===== src/rtl/ex_unit_mc_pkg.sv =====
// Shared types for the multi-cycle execute unit: ALU op codes, FSM states and
// the op-width constant used by the interface.
package ex_pkg;

    localparam int OP_W = 4;

    typedef enum logic [OP_W-1:0] {
        ALU_ADD   = 4'd0,
        ALU_SUB   = 4'd1,
        ALU_AND   = 4'd2,
        ALU_OR    = 4'd3,
        ALU_XOR   = 4'd4,
        ALU_SLT   = 4'd5,
        ALU_SLTU  = 4'd6,
        ALU_SLL   = 4'd7,
        ALU_SRL   = 4'd8,
        ALU_SRA   = 4'd9,
        ALU_MUL   = 4'd10,
        ALU_MULHU = 4'd11
    } alu_op_e;

    typedef enum logic [1:0] {
        IDLE = 2'd0,
        MUL  = 2'd1,
        DONE = 2'd2
    } ex_state_e;

    function automatic logic is_mul_op(input logic [OP_W-1:0] op);
        return (op == ALU_MUL) || (op == ALU_MULHU);
    endfunction

endpackage


===== src/rtl/ex_unit_mc_if.sv =====
// Issue and result bundle of the execute unit; the issuing stage is the master,
// the execute unit the slave.
interface ex_unit_mc_if #(
    parameter int XLEN  = 32,
    parameter int TAG_W = 5
);
    logic                    in_valid;
    logic                    in_ready;
    logic [XLEN-1:0]         rd1;
    logic [XLEN-1:0]         rd2;
    logic [XLEN-1:0]         immx;
    logic                    ALUSrc;
    logic [ex_pkg::OP_W-1:0] ALUControl;
    logic [TAG_W-1:0]        in_tag;
    logic                    out_valid;
    logic                    out_ready;
    logic [XLEN-1:0]         ALUResult;
    logic [XLEN-1:0]         WriteData;
    logic                    Zero;
    logic                    Sign;
    logic [TAG_W-1:0]        out_tag;

    modport master (
        output in_valid, rd1, rd2, immx, ALUSrc, ALUControl, in_tag, out_ready,
        input  in_ready, out_valid, ALUResult, WriteData, Zero, Sign, out_tag
    );

    modport slave (
        input  in_valid, rd1, rd2, immx, ALUSrc, ALUControl, in_tag, out_ready,
        output in_ready, out_valid, ALUResult, WriteData, Zero, Sign, out_tag
    );
endinterface


===== src/rtl/ex_unit_mc_mul_iter.sv =====
// Radix-2 shift-add unsigned multiplier: one multiplier bit per cycle, XLEN steps.
// The multiplier rides in the low half of the accumulator and shifts out as the product shifts in.
module mul_iter #(
    parameter int XLEN = 32
) (
    input  logic              clk,
    input  logic              reset,
    input  logic              flush,
    input  logic              start_i,
    input  logic [XLEN-1:0]   a_i,
    input  logic [XLEN-1:0]   b_i,
    output logic              done_o,
    output logic [2*XLEN-1:0] prod_o
);
    localparam int CNT_W = $clog2(XLEN) + 1;

    logic [CNT_W-1:0]  cnt_q, cnt_d;
    logic [XLEN-1:0]   mcand_q, mcand_d;
    logic [2*XLEN-1:0] acc_q, acc_d;
    logic [XLEN:0]     sum;

    always_comb begin
        mcand_d = mcand_q;
        acc_d   = acc_q;
        cnt_d   = cnt_q;
        sum     = {1'b0, acc_q[2*XLEN-1:XLEN]} + (acc_q[0] ? {1'b0, mcand_q} : '0);
        if (start_i) begin
            mcand_d = a_i;
            acc_d   = {{XLEN{1'b0}}, b_i};
            cnt_d   = CNT_W'(XLEN);
        end else if (cnt_q != '0) begin
            acc_d = {sum, acc_q[XLEN-1:1]};
            cnt_d = cnt_q - 1'b1;
        end
    end

    always_ff @(posedge clk) begin
        if (reset) begin
            cnt_q   <= '0;
            mcand_q <= '0;
            acc_q   <= '0;
        end else begin
            cnt_q   <= flush ? '0 : cnt_d;
            mcand_q <= mcand_d;
            acc_q   <= acc_d;
        end
    end

    // High during the final step, so the owner can leave its busy state on the same edge.
    assign done_o = (cnt_q == CNT_W'(1));
    assign prod_o = acc_q;

endmodule


===== src/rtl/ex_unit_mc.sv =====
// Pipelined execute stage: operand-B select, inline ALU, iterative multiplier,
// and a single registered EX/MEM output slot with valid/ready on both sides.
module ex_unit_mc
    import ex_pkg::*;
#(
    parameter int XLEN   = 32,
    parameter int TAG_W  = 5,
    parameter bit MUL_EN = 1'b1
) (
    input  logic          clk,
    input  logic          reset,
    input  logic          flush,
    ex_unit_mc_if.slave   bus
);
    localparam int SH_W = $clog2(XLEN);
    localparam logic [1:0] S_IDLE = IDLE;
    localparam logic [1:0] S_MUL  = MUL;
    localparam logic [1:0] S_DONE = DONE;

    logic [1:0]        state_q, state_d;
    logic              out_valid_q, out_valid_d;
    logic [XLEN-1:0]   result_q, result_d;
    logic [XLEN-1:0]   wdata_q, wdata_d;
    logic [TAG_W-1:0]  tag_q, tag_d;
    logic              zero_q, zero_d;
    logic              sign_q, sign_d;
    logic              mul_hi_q, mul_hi_d;
    logic [XLEN-1:0]   mul_wdata_q, mul_wdata_d;
    logic [TAG_W-1:0]  mul_tag_q, mul_tag_d;

    logic [XLEN-1:0]   src_b, alu_res, wr_val;
    logic [2*XLEN-1:0] mul_prod;
    logic              slot_free, accept, mul_start, mul_done, wr_single, wr_mul;

    assign src_b        = bus.ALUSrc ? bus.immx : bus.rd2;
    assign slot_free    = !out_valid_q || bus.out_ready;
    assign bus.in_ready = (state_q == S_IDLE) && slot_free && !flush;
    assign accept       = bus.in_valid && bus.in_ready;
    assign mul_start    = accept && is_mul_op(bus.ALUControl) && MUL_EN;
    assign wr_single    = accept && !mul_start;
    // flush wins over a finishing multiply: the result is dropped.
    assign wr_mul       = (state_q == S_DONE) && slot_free && !flush;

    always_comb begin
        alu_res = '0;
        case (bus.ALUControl)
            ALU_ADD:  alu_res = bus.rd1 + src_b;
            ALU_SUB:  alu_res = bus.rd1 - src_b;
            ALU_AND:  alu_res = bus.rd1 & src_b;
            ALU_OR:   alu_res = bus.rd1 | src_b;
            ALU_XOR:  alu_res = bus.rd1 ^ src_b;
            ALU_SLT:  alu_res = {{(XLEN-1){1'b0}}, ($signed(bus.rd1) < $signed(src_b))};
            ALU_SLTU: alu_res = {{(XLEN-1){1'b0}}, (bus.rd1 < src_b)};
            ALU_SLL:  alu_res = bus.rd1 << src_b[SH_W-1:0];
            ALU_SRL:  alu_res = bus.rd1 >> src_b[SH_W-1:0];
            ALU_SRA:  alu_res = $unsigned($signed(bus.rd1) >>> src_b[SH_W-1:0]);
            default:  alu_res = '0;
        endcase
    end

    generate
        if (MUL_EN) begin : g_mul
            mul_iter #(.XLEN(XLEN)) u_mul (
                .clk     (clk),
                .reset   (reset),
                .flush   (flush),
                .start_i (mul_start),
                .a_i     (bus.rd1),
                .b_i     (src_b),
                .done_o  (mul_done),
                .prod_o  (mul_prod)
            );
        end else begin : g_no_mul
            assign mul_done = 1'b0;
            assign mul_prod = '0;
        end
    endgenerate

    always_comb begin
        state_d     = state_q;
        mul_hi_d    = mul_hi_q;
        mul_wdata_d = mul_wdata_q;
        mul_tag_d   = mul_tag_q;
        case (state_q)
            S_IDLE: if (mul_start) begin
                state_d     = S_MUL;
                mul_hi_d    = (bus.ALUControl == ALU_MULHU);
                mul_wdata_d = bus.rd2;
                mul_tag_d   = bus.in_tag;
            end
            S_MUL:  if (mul_done) state_d = S_DONE;
            S_DONE: if (slot_free) state_d = S_IDLE;
            default: state_d = S_IDLE;
        endcase
    end

    assign wr_val = wr_mul ? (mul_hi_q ? mul_prod[2*XLEN-1:XLEN] : mul_prod[XLEN-1:0]) : alu_res;

    always_comb begin
        out_valid_d = out_valid_q;
        result_d    = result_q;
        wdata_d     = wdata_q;
        tag_d       = tag_q;
        zero_d      = zero_q;
        sign_d      = sign_q;
        if (wr_single || wr_mul) begin
            out_valid_d = 1'b1;
            result_d    = wr_val;
            wdata_d     = wr_mul ? mul_wdata_q : bus.rd2;
            tag_d       = wr_mul ? mul_tag_q : bus.in_tag;
            zero_d      = (wr_val == '0);
            sign_d      = wr_val[XLEN-1];
        end else if (bus.out_ready) begin
            out_valid_d = 1'b0;
        end
    end

    always_ff @(posedge clk) begin
        if (reset) begin
            state_q     <= S_IDLE;
            out_valid_q <= 1'b0;
            result_q    <= '0;
            wdata_q     <= '0;
            tag_q       <= '0;
            zero_q      <= 1'b0;
            sign_q      <= 1'b0;
            mul_hi_q    <= 1'b0;
            mul_wdata_q <= '0;
            mul_tag_q   <= '0;
        end else begin
            state_q     <= flush ? S_IDLE : state_d;
            out_valid_q <= flush ? 1'b0 : out_valid_d;
            result_q    <= result_d;
            wdata_q     <= wdata_d;
            tag_q       <= tag_d;
            zero_q      <= zero_d;
            sign_q      <= sign_d;
            mul_hi_q    <= mul_hi_d;
            mul_wdata_q <= mul_wdata_d;
            mul_tag_q   <= mul_tag_d;
        end
    end

    assign bus.out_valid = out_valid_q;
    assign bus.ALUResult = result_q;
    assign bus.WriteData = wdata_q;
    assign bus.out_tag   = tag_q;
    assign bus.Zero      = zero_q;
    assign bus.Sign      = sign_q;

endmodule


===== src/flat_wrapper.sv =====
// flat-port wrapper written by rule: the top's interface ports become plain ports
module ex_unit_mc_flat import ex_pkg::*;
#(
    parameter int XLEN   = 32,
    parameter int TAG_W  = 5,
    parameter bit MUL_EN = 1'b1
)
  (clk, reset, flush, bus_in_valid, bus_rd1, bus_rd2, bus_immx, bus_ALUSrc, bus_ALUControl, bus_in_tag, bus_out_ready, bus_in_ready, bus_out_valid, bus_ALUResult, bus_WriteData, bus_Zero, bus_Sign, bus_out_tag);
  ex_unit_mc_if #(.XLEN(XLEN), .TAG_W(TAG_W)) bus_i ();
  input  logic clk;
  input  logic reset;
  input  logic flush;
  input wire logic [$bits(bus_i.in_valid)-1:0] bus_in_valid;
  input wire logic [$bits(bus_i.rd1)-1:0] bus_rd1;
  input wire logic [$bits(bus_i.rd2)-1:0] bus_rd2;
  input wire logic [$bits(bus_i.immx)-1:0] bus_immx;
  input wire logic [$bits(bus_i.ALUSrc)-1:0] bus_ALUSrc;
  input wire logic [$bits(bus_i.ALUControl)-1:0] bus_ALUControl;
  input wire logic [$bits(bus_i.in_tag)-1:0] bus_in_tag;
  input wire logic [$bits(bus_i.out_ready)-1:0] bus_out_ready;
  output wire logic [$bits(bus_i.in_ready)-1:0] bus_in_ready;
  output wire logic [$bits(bus_i.out_valid)-1:0] bus_out_valid;
  output wire logic [$bits(bus_i.ALUResult)-1:0] bus_ALUResult;
  output wire logic [$bits(bus_i.WriteData)-1:0] bus_WriteData;
  output wire logic [$bits(bus_i.Zero)-1:0] bus_Zero;
  output wire logic [$bits(bus_i.Sign)-1:0] bus_Sign;
  output wire logic [$bits(bus_i.out_tag)-1:0] bus_out_tag;
  assign bus_i.in_valid = bus_in_valid;
  assign bus_i.rd1 = bus_rd1;
  assign bus_i.rd2 = bus_rd2;
  assign bus_i.immx = bus_immx;
  assign bus_i.ALUSrc = bus_ALUSrc;
  assign bus_i.ALUControl = bus_ALUControl;
  assign bus_i.in_tag = bus_in_tag;
  assign bus_i.out_ready = bus_out_ready;
  assign bus_in_ready = bus_i.in_ready;
  assign bus_out_valid = bus_i.out_valid;
  assign bus_ALUResult = bus_i.ALUResult;
  assign bus_WriteData = bus_i.WriteData;
  assign bus_Zero = bus_i.Zero;
  assign bus_Sign = bus_i.Sign;
  assign bus_out_tag = bus_i.out_tag;
  ex_unit_mc #(.XLEN(XLEN), .TAG_W(TAG_W), .MUL_EN(MUL_EN)) u_core (.clk(clk), .reset(reset), .flush(flush), .bus(bus_i));
endmodule

===== config.mk =====
export PLATFORM = sky130hd
export DESIGN_NAME = ex_unit_mc_flat
export DESIGN_NICKNAME = d
export VERILOG_FILES = /design/src/rtl/ex_unit_mc_pkg.sv /design/src/rtl/ex_unit_mc_if.sv /design/src/rtl/ex_unit_mc_mul_iter.sv /design/src/rtl/ex_unit_mc.sv /design/src/flat_wrapper.sv
export SDC_FILE = /design/constraint.sdc
export NUM_CORES = 1
export LEC_CHECK = 0
export BUFFER_PORTS_ARGS = -buffer_cell sky130_fd_sc_hd__buf_4
export CAP_MARGIN = 20
export CORE_AREA = 2 2 216 218
export CTS_CLUSTER_DIAMETER = 50
export DETAILED_ROUTE_END_ITERATION = 12
export DIE_AREA = 0 0 218 220
export PLACE_DENSITY = 0.67
export SLEW_MARGIN = 10
export SYNTH_ARGS = -nofsm -noshare
export SYNTH_HDL_FRONTEND = slang
export SYNTH_SLANG_ARGS = --single-unit

===== constraint.sdc =====
create_clock -name clk -period 6.6 [get_ports clk]
set_input_delay 0.66 -clock clk [delete_from_list [all_inputs] [get_ports clk]]
set_output_delay 0.66 -clock clk [all_outputs]
set_load 0.01 [all_outputs]

* Word-level counts from Yosys, hierarchy flattened
Index checks and enable logic that the tools add are counted.
** Word-level totals
- Flip-flop bits (word level) :: 214
- Bits of input ports :: 111
- Output and inout bits :: 73
- Logic and storage cells :: 85
** Operators by class
- Add/subtract/negate cells :: 4
- Magnitude comparators :: 2
- Equal/unequal tests :: 17
- Shift operators :: 3
- Multiplexer cells :: 17
- Bitwise operators :: 3
- Reductions and logical operators :: 24
** Operators with widths (count)
- 32-bit one-hot mux with 10 select lines :: 1
- 32-bit 2-to-1 mux :: 7
- 32-bit less-than comparator :: 2
- 32-bit by 32-bit adder with 33-bit output :: 1
- 32-bit adder :: 1
- 32-bit AND :: 1
- 32-bit logical NOT :: 1
- 32-bit OR :: 1
- 32-bit by 5-bit left shift with 32-bit output :: 1
- 32-bit by 5-bit right shift with 32-bit output :: 1
- 32-bit by 5-bit >>> shifter with 32-bit output :: 1
- 32-bit subtractor :: 1
- 32-bit bitwise XOR :: 1
- 4-bit by 3-bit equality test with 1-bit output (second input constant) :: 4
- 4-bit equality test (second input constant) :: 4
- 6-bit 2-to-1 mux :: 2
- 4-bit by 2-bit equality test with 1-bit output (second input constant) :: 2
- 1-bit logical AND :: 7
- 6-bit by 1-bit equality test with 1-bit output (second input constant) :: 1
- 2-bit 2-to-1 mux :: 3
- 2-bit one-hot mux with 3 select lines :: 1
- 6-bit nonzero test :: 1
- 6-bit by 1-bit subtractor with 6-bit output (second input constant) :: 1
- 5-bit 2-to-1 mux :: 1
- other kinds (15) :: 23

* Logic depth before layout (Yosys ltp)
Gate-level depths: netlist of the first run.
- Depth after elaboration :: 10
- Depth in mapped cells :: 24

* Modules after synthesis
A second synthesis of the first run with hierarchy kept.
** Unflattened totals
- Cells, all modules :: 2806
- Area, all modules :: 20851.2 um^2
** By module, submodules not included
- ex_unit_mc :: instances 1, cells each 2054, area each 14986.9 um^2, seq. area each 2222.1 um^2
- mul_iter :: instances 1, cells each 752, area each 5864.4 um^2, seq. area each 2042.0 um^2

* Worst setup path after synthesis of the first run
OpenSTA, ideal clock, no wires.
- Kind :: input to register
- Start :: input port bus_ALUSrc
- End :: register u_core.zero_q (netlist: u_core.bus.Zero)
- Data arrival time :: 6.045 ns
- Data required time :: 6.531 ns
- Setup slack :: 0.486 ns
- Cell stages on the path :: 22
- Cells stage by stage :: buf_6 -> buf_2 -> mux2i_1 -> buf_2 -> buf_1 -> clkbuf_1 -> clkbuf_1 -> ha_1 -> clkbuf_1 -> nor2b_1 -> a2111oi_2 -> o21ai_1 -> o31ai_2 -> a21oi_1 -> a221o_1 -> a2111oi_0 -> o22ai_1 -> or4b_1 -> nor4_1 -> and4_1 -> nand4_1 -> o21ai_1
** On the way
- Longest elaborated chain between the ends :: 5
** RTL lines
- from (decl) :: RTL line flat_wrapper.sv:17 : input wire logic [$bits(bus_i.ALUSrc)-1:0] bus_ALUSrc;
- 32-bit 2-to-1 mux (*) :: RTL line ex_unit_mc.sv:35 : assign src_b = bus.ALUSrc ? bus.immx : bus.rd2;
- 32-bit subtractor, or another cell as far along :: RTL line ex_unit_mc.sv:48 : ALU_SUB: alu_res = bus.rd1 - src_b;
- 32-bit one-hot mux with 10 select lines (*) :: RTL line ex_unit_mc.sv:46 : case (bus.ALUControl)
- 32-bit 2-to-1 mux (*) :: RTL line ex_unit_mc.sv:97 : assign wr_val = wr_mul ? (mul_hi_q ? mul_prod[2*XLEN-1:XLEN] : mul_prod[XLEN-1:0]) : alu_res;
- 32-bit logical NOT (*) :: RTL line ex_unit_mc.sv:111 : zero_d = (wr_val == '0);
- to (signal assigned) :: RTL line ex_unit_mc.sv:136 : zero_q <= zero_d;
- to (decl) :: RTL line ex_unit_mc.sv:25 : logic zero_q, zero_d;
Mark *: on every way between the ends. The rest lies on a longest branch, timed or not.
A chain may end at the register's enable or synchronous reset.

* Final worst setup path of the first run
Same ends and word-level chain as after synthesis.

==> key figures, run 1 <==
Logic synthesis
  – Cells after Synth: 2800
  – Synth top area share: 21.0%
  – Synth warnings: 0
  – Area leader, netlist: dfxtp_1
  – Sequential area share after synthesis: 21.0%
  – Avg Inst Size Synth: 7.25 um^2
  – Post-Syn Area: 0.0203 mm^2
  – Net count after synthesis: 3048
  – Predominant post-synthesis flop cell: dfxtp_1
  – Area contributors post-synth: dfxtp_1 (21%), nand2_1 (9.2%), ha_1 (8.3%)
  – Synth Register Bits: 213
  – Number of synthesized flops with an enable pin: 0
  – Netlist cell types: 90
  – Asr flop ratio synth: 0%

Floorplan
  – IO Pins: 184
  – Die area: 0.0480 mm^2
  – Die X: 218 um
  – Core Box Area: 0.0459 mm^2
  – Die outline height: 220 um
  – Row count: 79
  – Starting Density: 44.3%

STA
  – RSZ-0062 raised after global routing: no
  – Hold Fails Final Rpt: 0
  – Slew Limit Fails: 0
  – Setup violators final: 0
  – Slew HR: 22.5%
  – PnR worst setup slack: 1050 ps
  – Clock skew: 31.2 ps
  – Fin crit share: 84.1%
  – Post-route minimum period: 5550 ps
  – Worst-Margin Slew: 1160 ps
  – Setup TNS: 0 ps
  – Fmax achieved: 180 MHz

CTS
  – CTS Buf Count: 31
  – CTS H-tree depth: 1
  – Postcts setup bufs: 0
  – CTS tree: built
  – Worst-Skew Late Latency: 630 ps
  – Worst-path clk slew: 60 ps
  – Cts repair resizes: 0
  – CTS Hold Bufs: 0
  – CTS root buf: clkbuf_16
  – Clk buf depth: 3
  – Sink Count: 213

Global route
  – Aggregate global routing overflow: 0
  – Tot GR Track Use: 44.0%
  – Vias in the first global route: 22238
  – Initial antenna violation count: 5
  – Largest net degree at the start of global routing: 91
  – Wire length of the first global-routing pass: 155 mm

Critical path
  – Data arrival, critical path: 6110 ps
  – Worst path max stage delay: 660 ps
  – Crit path max fanout: 35
  – Critical Path End Type: flip-flop
  – CP max-delay cell: a221oi_1
  – Critical-path cell list: buf_4 -> mux2i_4 -> buf_4 -> buf_4 -> nor4_1 -> a221oi_1 -> o221ai_1 -> o21ai_0 -> o211ai_1 -> nor4_1 -> nand4_1 -> or4_1 -> nor4_1 -> and4_1 -> nand4_1 -> o21ai_1
  – Req. time, crit path: 7160 ps
  – Worst Setup Start Kind: input port
  – CP Class: in -> reg

Route
  – # DRC: 0
  – Vias: 23965
  – Routed WL: 109 mm
  – Pre-antenna DRT Iters: 8
  – Avg Vias per Cell: 6.84
  – Routed len/inst: 31.2 um
  – Post-route ant nets: 0
  – Iter 0 DRT Violations: 3218

Placed design
  – DP HPWL: 80.8 mm
  – Pre-CTS setup slack: 596 ps
  – Routability cong.: 1.06
  – Port Buffers: 183

Final layout
  – Area grow syn2layout: 15.0%
  – Share of layout cells above drive strength 1: 13.9%
  – Net count, final: 3121

Worst hold path
  – Worst min path class: in -> reg

Outcome
  – Outcome: completed

Pwr
  – Power Dens Cells: 231 mW/mm^2
  – Peak supply drop: 0.000464 V
  – Static Leak: 9.32 nW

Flow run
  – Max-Cap Viols: 0
## synth_stat cells (all sizes together), types with 17 or more instances
master / count
nand2: 499
nor2: 260
a21oi: 250
dfxtp: 213
clkbuf: 169
ha: 134
mux2i: 128
inv: 111
o21ai: 106
a211oi: 74
nor3: 68
a311oi: 52
buf: 52
nand3: 45
and2: 39
and3: 39
mux4: 39
xnor2: 37
a31oi: 30
o22ai: 30
a21o: 29
o211ai: 28
nand4: 21
a221oi: 18
o21bai: 18
nand2b: 17
nor2b: 17
nor4: 17
o31ai: 17
or3: 17
## placed cells by master (no fill, tap or decap), types with 18 or more instances in the layout
master	n
nor2_1	258
ha_1	134
a21oi_1	250
a311oi_1	52
a31oi_1	28
o21bai_1	18
o211ai_1	28
nand3_1	44
nand4_1	21
a221oi_1	18
clkbuf_16	31
a21o_1	29
and2_1	38
dfxtp_1	212
o21ai_0	103
nand2_1	497
mux4_2	36
and3_1	38
mux2i_1	123
nor3_1	67
buf_4	258
inv_1	108
a211oi_1	74
xnor2_1	37
o22ai_1	30
## state kept, by name, indices dropped and copies added, names as in the netlist
register                    cells
u_core.mul_wdata_q             32
u_core.mul_tag_q                5
u_core.mul_hi_q                 1
u_core.bus.out_tag              5
u_core.g_mul.u_mul.prod_o      64
u_core.bus.Sign                 1
u_core.g_mul.u_mul.cnt_q        6
u_core.bus.out_valid            1
u_core.g_mul.u_mul.mcand_q     32
u_core.bus.Zero                 1
u_core.bus.ALUResult           31
u_core.bus.WriteData           32
u_core.state_q                  2
## area by class of cell
type,instances,area (um^2)
fillers,4569,22500
multi-input cells,2252,14800
flip-flops and latches,213,4270
repair buffers,261,1990
clock buffers,39,826
well taps,607,759
inverters,114,433
clock inverters,19,238
diodes,1,2.50
## power breakdown
part / switching [mW] / internal (mW) / total (mW)
registers: 0.0816 / 1.36 / 1.44
logic: 1.56 / 0.646 / 2.21
clock network: 0.719 / 1.03 / 1.75
total: 2.36 / 3.03 / 5.39
## worst paths after layout
check | from | slack (ps) | depth (start not counted) | end
setup reg to reg | u_core.g_mul.u_mul.prod_o[0] | 1820 | 16 | u_core.g_mul.u_mul.prod_o[62]
hold reg to reg | u_core.g_mul.u_mul.mcand_q[19] | 450 | 2 | u_core.g_mul.u_mul.mcand_q[19]
setup / recovery | bus_ALUSrc | 1050 | 16 | u_core.bus.Zero
hold / removal | bus_in_tag[1] | 310 | 3 | u_core.mul_tag_q[1]
## cells by family (layout without fill, tap and decap cells)
family                     after synthesis  after routing  share of synthesized area, %
adders and majority gates              137            137                          8.55
muxes                                  181            181                          11.5
AOI/OAI and AO/OA                      816            816                          27.1
xor gates and xnor gates                46             46                          1.98
and+or+nand+nor                       1072           1072                          23.3
other                                    0              1                             0
buffers and inverters                  335            433                          6.58
DFF                                    213            213                          21.0
## worst max-delay path, delay by kind of cell
kind / cells / cell delay [ps]
simple gates: 7 / 1910
compound gates: 5 / 1670
buf+inv: 3 / 1310
mux: 1 / 490
## per-stage QoR
stage | instances | util, % | power (mW) | hold slack (ps) | cell area, um^2
CTS | 3504 | 50.9 | 5.30 | 279 | 23300
global route | 3505 | 50.9 | 5.55 | 319 | 23300
global placement | 3446 | 48.5 | 3.55 | 439 | 22300
finish | 3506 | 50.9 | 5.39 | 310 | 23400
floorplan | 2800 | - | 2.73 | 432 | 20300
detailed placement | 3446 | 48.5 | 3.56 | 442 | 22300
## per-layer routing
layer / global-route usage [%] / up-vias / part of all wire (%)
met5: 0 / - / 0.043
met1: 56.9 / 11548 / 39
met2: 65.8 / 1711 / 42
met4: 25.4 / 4 / 6.8
li1: - / 10326 / -
met3: 11.9 / 376 / 13
No activity file was read; power rests on OpenSTA's default activity.
==> run 2, diff against run 1 <==
clock period = 5.8 ns   (was 6.6 ns; I/O delays follow)
==> key figures, run 2 (synthesis gave the netlist of run 1 again) <==
CTS
  – Worst-Skew Late Latency: 600 ps (was 630 ps)
  – Clk buf depth: 3 (unchanged)
  – Cts repair resizes: 0 (unchanged)
  – CTS root buf: clkbuf_16 (unchanged)
  – CTS tree: built (unchanged)
  – CTS Hold Bufs: 0 (unchanged)
  – CTS Buf Count: 27 (was 31)
  – Sink Count: 213 (unchanged)
  – CTS H-tree depth: 1 (unchanged)
  – Worst-path clk slew: 60 ps (about the same)
  – Postcts setup bufs: 0 (unchanged)

STA
  – Setup violators final: 0 (unchanged)
  – Fin crit share: 85.2%
  – Hold_ws: 251 ps (was 310 ps)
  – Slew Limit Fails: 0 (unchanged)
  – Worst-Margin Slew: 991 ps (was 1160 ps)
  – Clock skew: 23.5 ps (was 31.2 ps)
  – Fmax achieved: 202 MHz
  – Setup TNS: 0 ps (unchanged)
  – RSZ-0062 raised after global routing: no (unchanged)
  – Slew HR: 32.2% (was 22.5%)
  – Post-route minimum period: 4940 ps
  – Hold Fails Final Rpt: 0 (unchanged)

Floorplan
  – Starting Density: 44.3% (unchanged)
  – Die area: 0.0480 mm^2 (unchanged)
  – Core Box Area: 0.0459 mm^2 (unchanged)
  – IO Pins: 184 (unchanged)
  – Die outline height: 220 um (unchanged)
  – Row count: 79 (unchanged)
  – Die X: 218 um (unchanged)

Critical path
  – Worst Setup Start Kind: input port (unchanged)
  – Critical-path cell list: buf_4 -> buf_4 -> mux2i_1 -> ha_1 -> or2_2 -> o21ai_0 -> a2111oi_0 -> a21oi_1 -> a21o_1 -> o211ai_1 -> a2bb2oi_1 -> or4_1 -> nor4_1 -> and4_1 -> nand4_1 -> o21ai_1 (was buf_4 -> mux2i_4 -> buf_4 -> buf_4 -> nor4_1 -> a221oi_1 -> o221ai_1 -> o21ai_0 -> o211ai_1 -> nor4_1 -> nand4_1 -> or4_1 -> nor4_1 -> and4_1 -> nand4_1 -> o21ai_1)
  – Req. time, crit path: 6310 ps (was 7160 ps)
  – CP max-delay cell: a21oi_1 (was a221oi_1)
  – Most used cell along the critical path: buf_4
  – Worst path bufs/invs: 2 (was 3)
  – Crit path max fanout: 21 (was 35)
  – Crit path max-delay family: compound AO/OA/AOI/OAI gates (was simple AND/OR/NAND/NOR gates)
  – CP Class: in -> reg (unchanged)
  – Data arrival, critical path: 5460 ps (was 6110 ps)
  – Critical Path End Type: flip-flop (unchanged)
  – Worst path max stage delay: 630 ps (was 660 ps)

Final layout
  – Fill cells: 4520 (was 4569)
  – Share of layout cells above drive strength 1: 15.4% (was 13.9%)
  – Net count, final: 3184 (was 3121)
  – Commonest non-fill, non-tap cells in the layout: nand2_1 (497), buf_4 (321), nor2_1 (258) (was nand2_1 (497), nor2_1 (258), buf_4 (258))
  – Area grow syn2layout: 16.6% (was 15.0%)
  – Most common cell after layout, fill and taps aside: nand2_1 (unchanged)
  – Max FFs per register: 64 (unchanged)

Global route
  – Tot GR Track Use: 44.3% (was 44.0%)
  – Aggregate global routing overflow: 0 (unchanged)
  – Vias in the first global route: 22157 (was 22238)
  – Wire length of the first global-routing pass: 155 mm (about the same)
  – Largest net degree at the start of global routing: 94 (was 91)
  – Initial antenna violation count: 6 (was 5)

Route
  – Iter 0 DRT Violations: 3104 (was 3218)
  – Avg Vias per Cell: 6.74 (was 6.84)
  – Pre-antenna DRT Iters: 7 (was 8)
  – Routed len/inst: 30.9 um (was 31.2 um)
  – Post-route ant nets: 0 (unchanged)
  – Vias: 24040 (was 23965)
  – # DRC: 0 (unchanged)
  – Routed WL: 110 mm (was 109 mm)

Pwr
  – Static Leak: 9.54 nW (was 9.32 nW)
  – Peak supply drop: 0.00103 V (was 0.000464 V)
  – Power Dens Cells: 246 mW/mm^2 (was 231 mW/mm^2)

Outcome
  – Outcome: completed (unchanged)

Placed design
  – Routability cong.: 1.12 (was 1.06)
  – Port Buffers: 183 (unchanged)
  – DP HPWL: 83.6 mm (was 80.8 mm)

Worst hold path
  – Worst min path class: in -> reg (unchanged)

Flow run
  – Max-Cap Viols: 0 (unchanged)
run 2: cell types whose count changed in the layout (fill, tap and decap cells not counted), sizes merged:
cell,delta
buf,+67
inv,-6
diode,+5
bufinv,-3
clkinv,-2
clkbuf,-1
run 2: final timing paths:
check                                  endpoint                     startpoint  slack, ps  cells past startpoint
setup / recovery                u_core.bus.Zero                     bus_ALUSrc        860                     16
hold / removal              u_core.mul_tag_q[4]                  bus_in_tag[4]        250                      3
setup reg to reg                u_core.bus.Zero                u_core.mul_hi_q       1360                     13
hold reg to reg   u_core.g_mul.u_mul.mcand_q[9]  u_core.g_mul.u_mul.mcand_q[9]        450                      2
run 2: worst reg2reg max path, stage by stage, from the launching register on:
cell and delay [ps]:
dfxtp_2 790, buf_4 470, mux2i_1 420, a2bb2oi_1 230, nand4_1 200, nor4_1 510
o211ai_1 190, a31oi_1 170, a2bb2oi_1 160, or4_1 540, nor4_1 250, and4_1 230
nand4_1 80, o21ai_1 140
run 2: final cells by class:
| type | instances | area (um^2) | share of cell area, % |
|---|---|---|---|
| clock inverters | 8 | 75.1 | 0.317 |
| diodes | 6 | 15.0 | 0.0634 |
| multi-input cells | 2252 | 14800 | 62.7 |
| inverters | 114 | 433 | 1.83 |
| flip-flops and latches | 213 | 4270 | 18.0 |
| clock buffers | 38 | 747 | 3.16 |
| well taps | 607 | 759 | 3.21 |
| repair buffers | 328 | 2540 | 10.7 |
run 2: metrics by stage:
stage | power (mW) | area, um^2 | worst slack [ps] | std cells | utilization, %
after floorplan | 3.10 | 20300 | 101 | 2800 | -
after global placement | 4.11 | 22800 | 449 | 3513 | 49.7
after detailed placement | 4.13 | 22800 | 339 | 3513 | 49.7
after CTS | 5.74 | 23600 | 941 | 3559 | 51.5
after global routing | 6.01 | 23700 | 611 | 3560 | 51.6
final | 5.82 | 23700 | 857 | 3566 | 51.6
run 2: routing by layer:
layer  vias up  track usage, %  part of all wire, %
met1     11575            57.5                   40
met5         -               0                0.024
li1      10461               -                    -
met3       355            11.9                   12
met4         4            23.5                  6.1
met2      1645            66.9                   42
run 2: power by group:
| part | switching, mW | total [mW] | leakage (nW) | internal (mW) |
|---|---|---|---|---|
| Sequential | 0.0834 | 1.63 | 1.73 | 1.55 |
| Combinational | 1.79 | 2.59 | 7.40 | 0.797 |
| Clock | 0.704 | 1.61 | 0.401 | 0.903 |
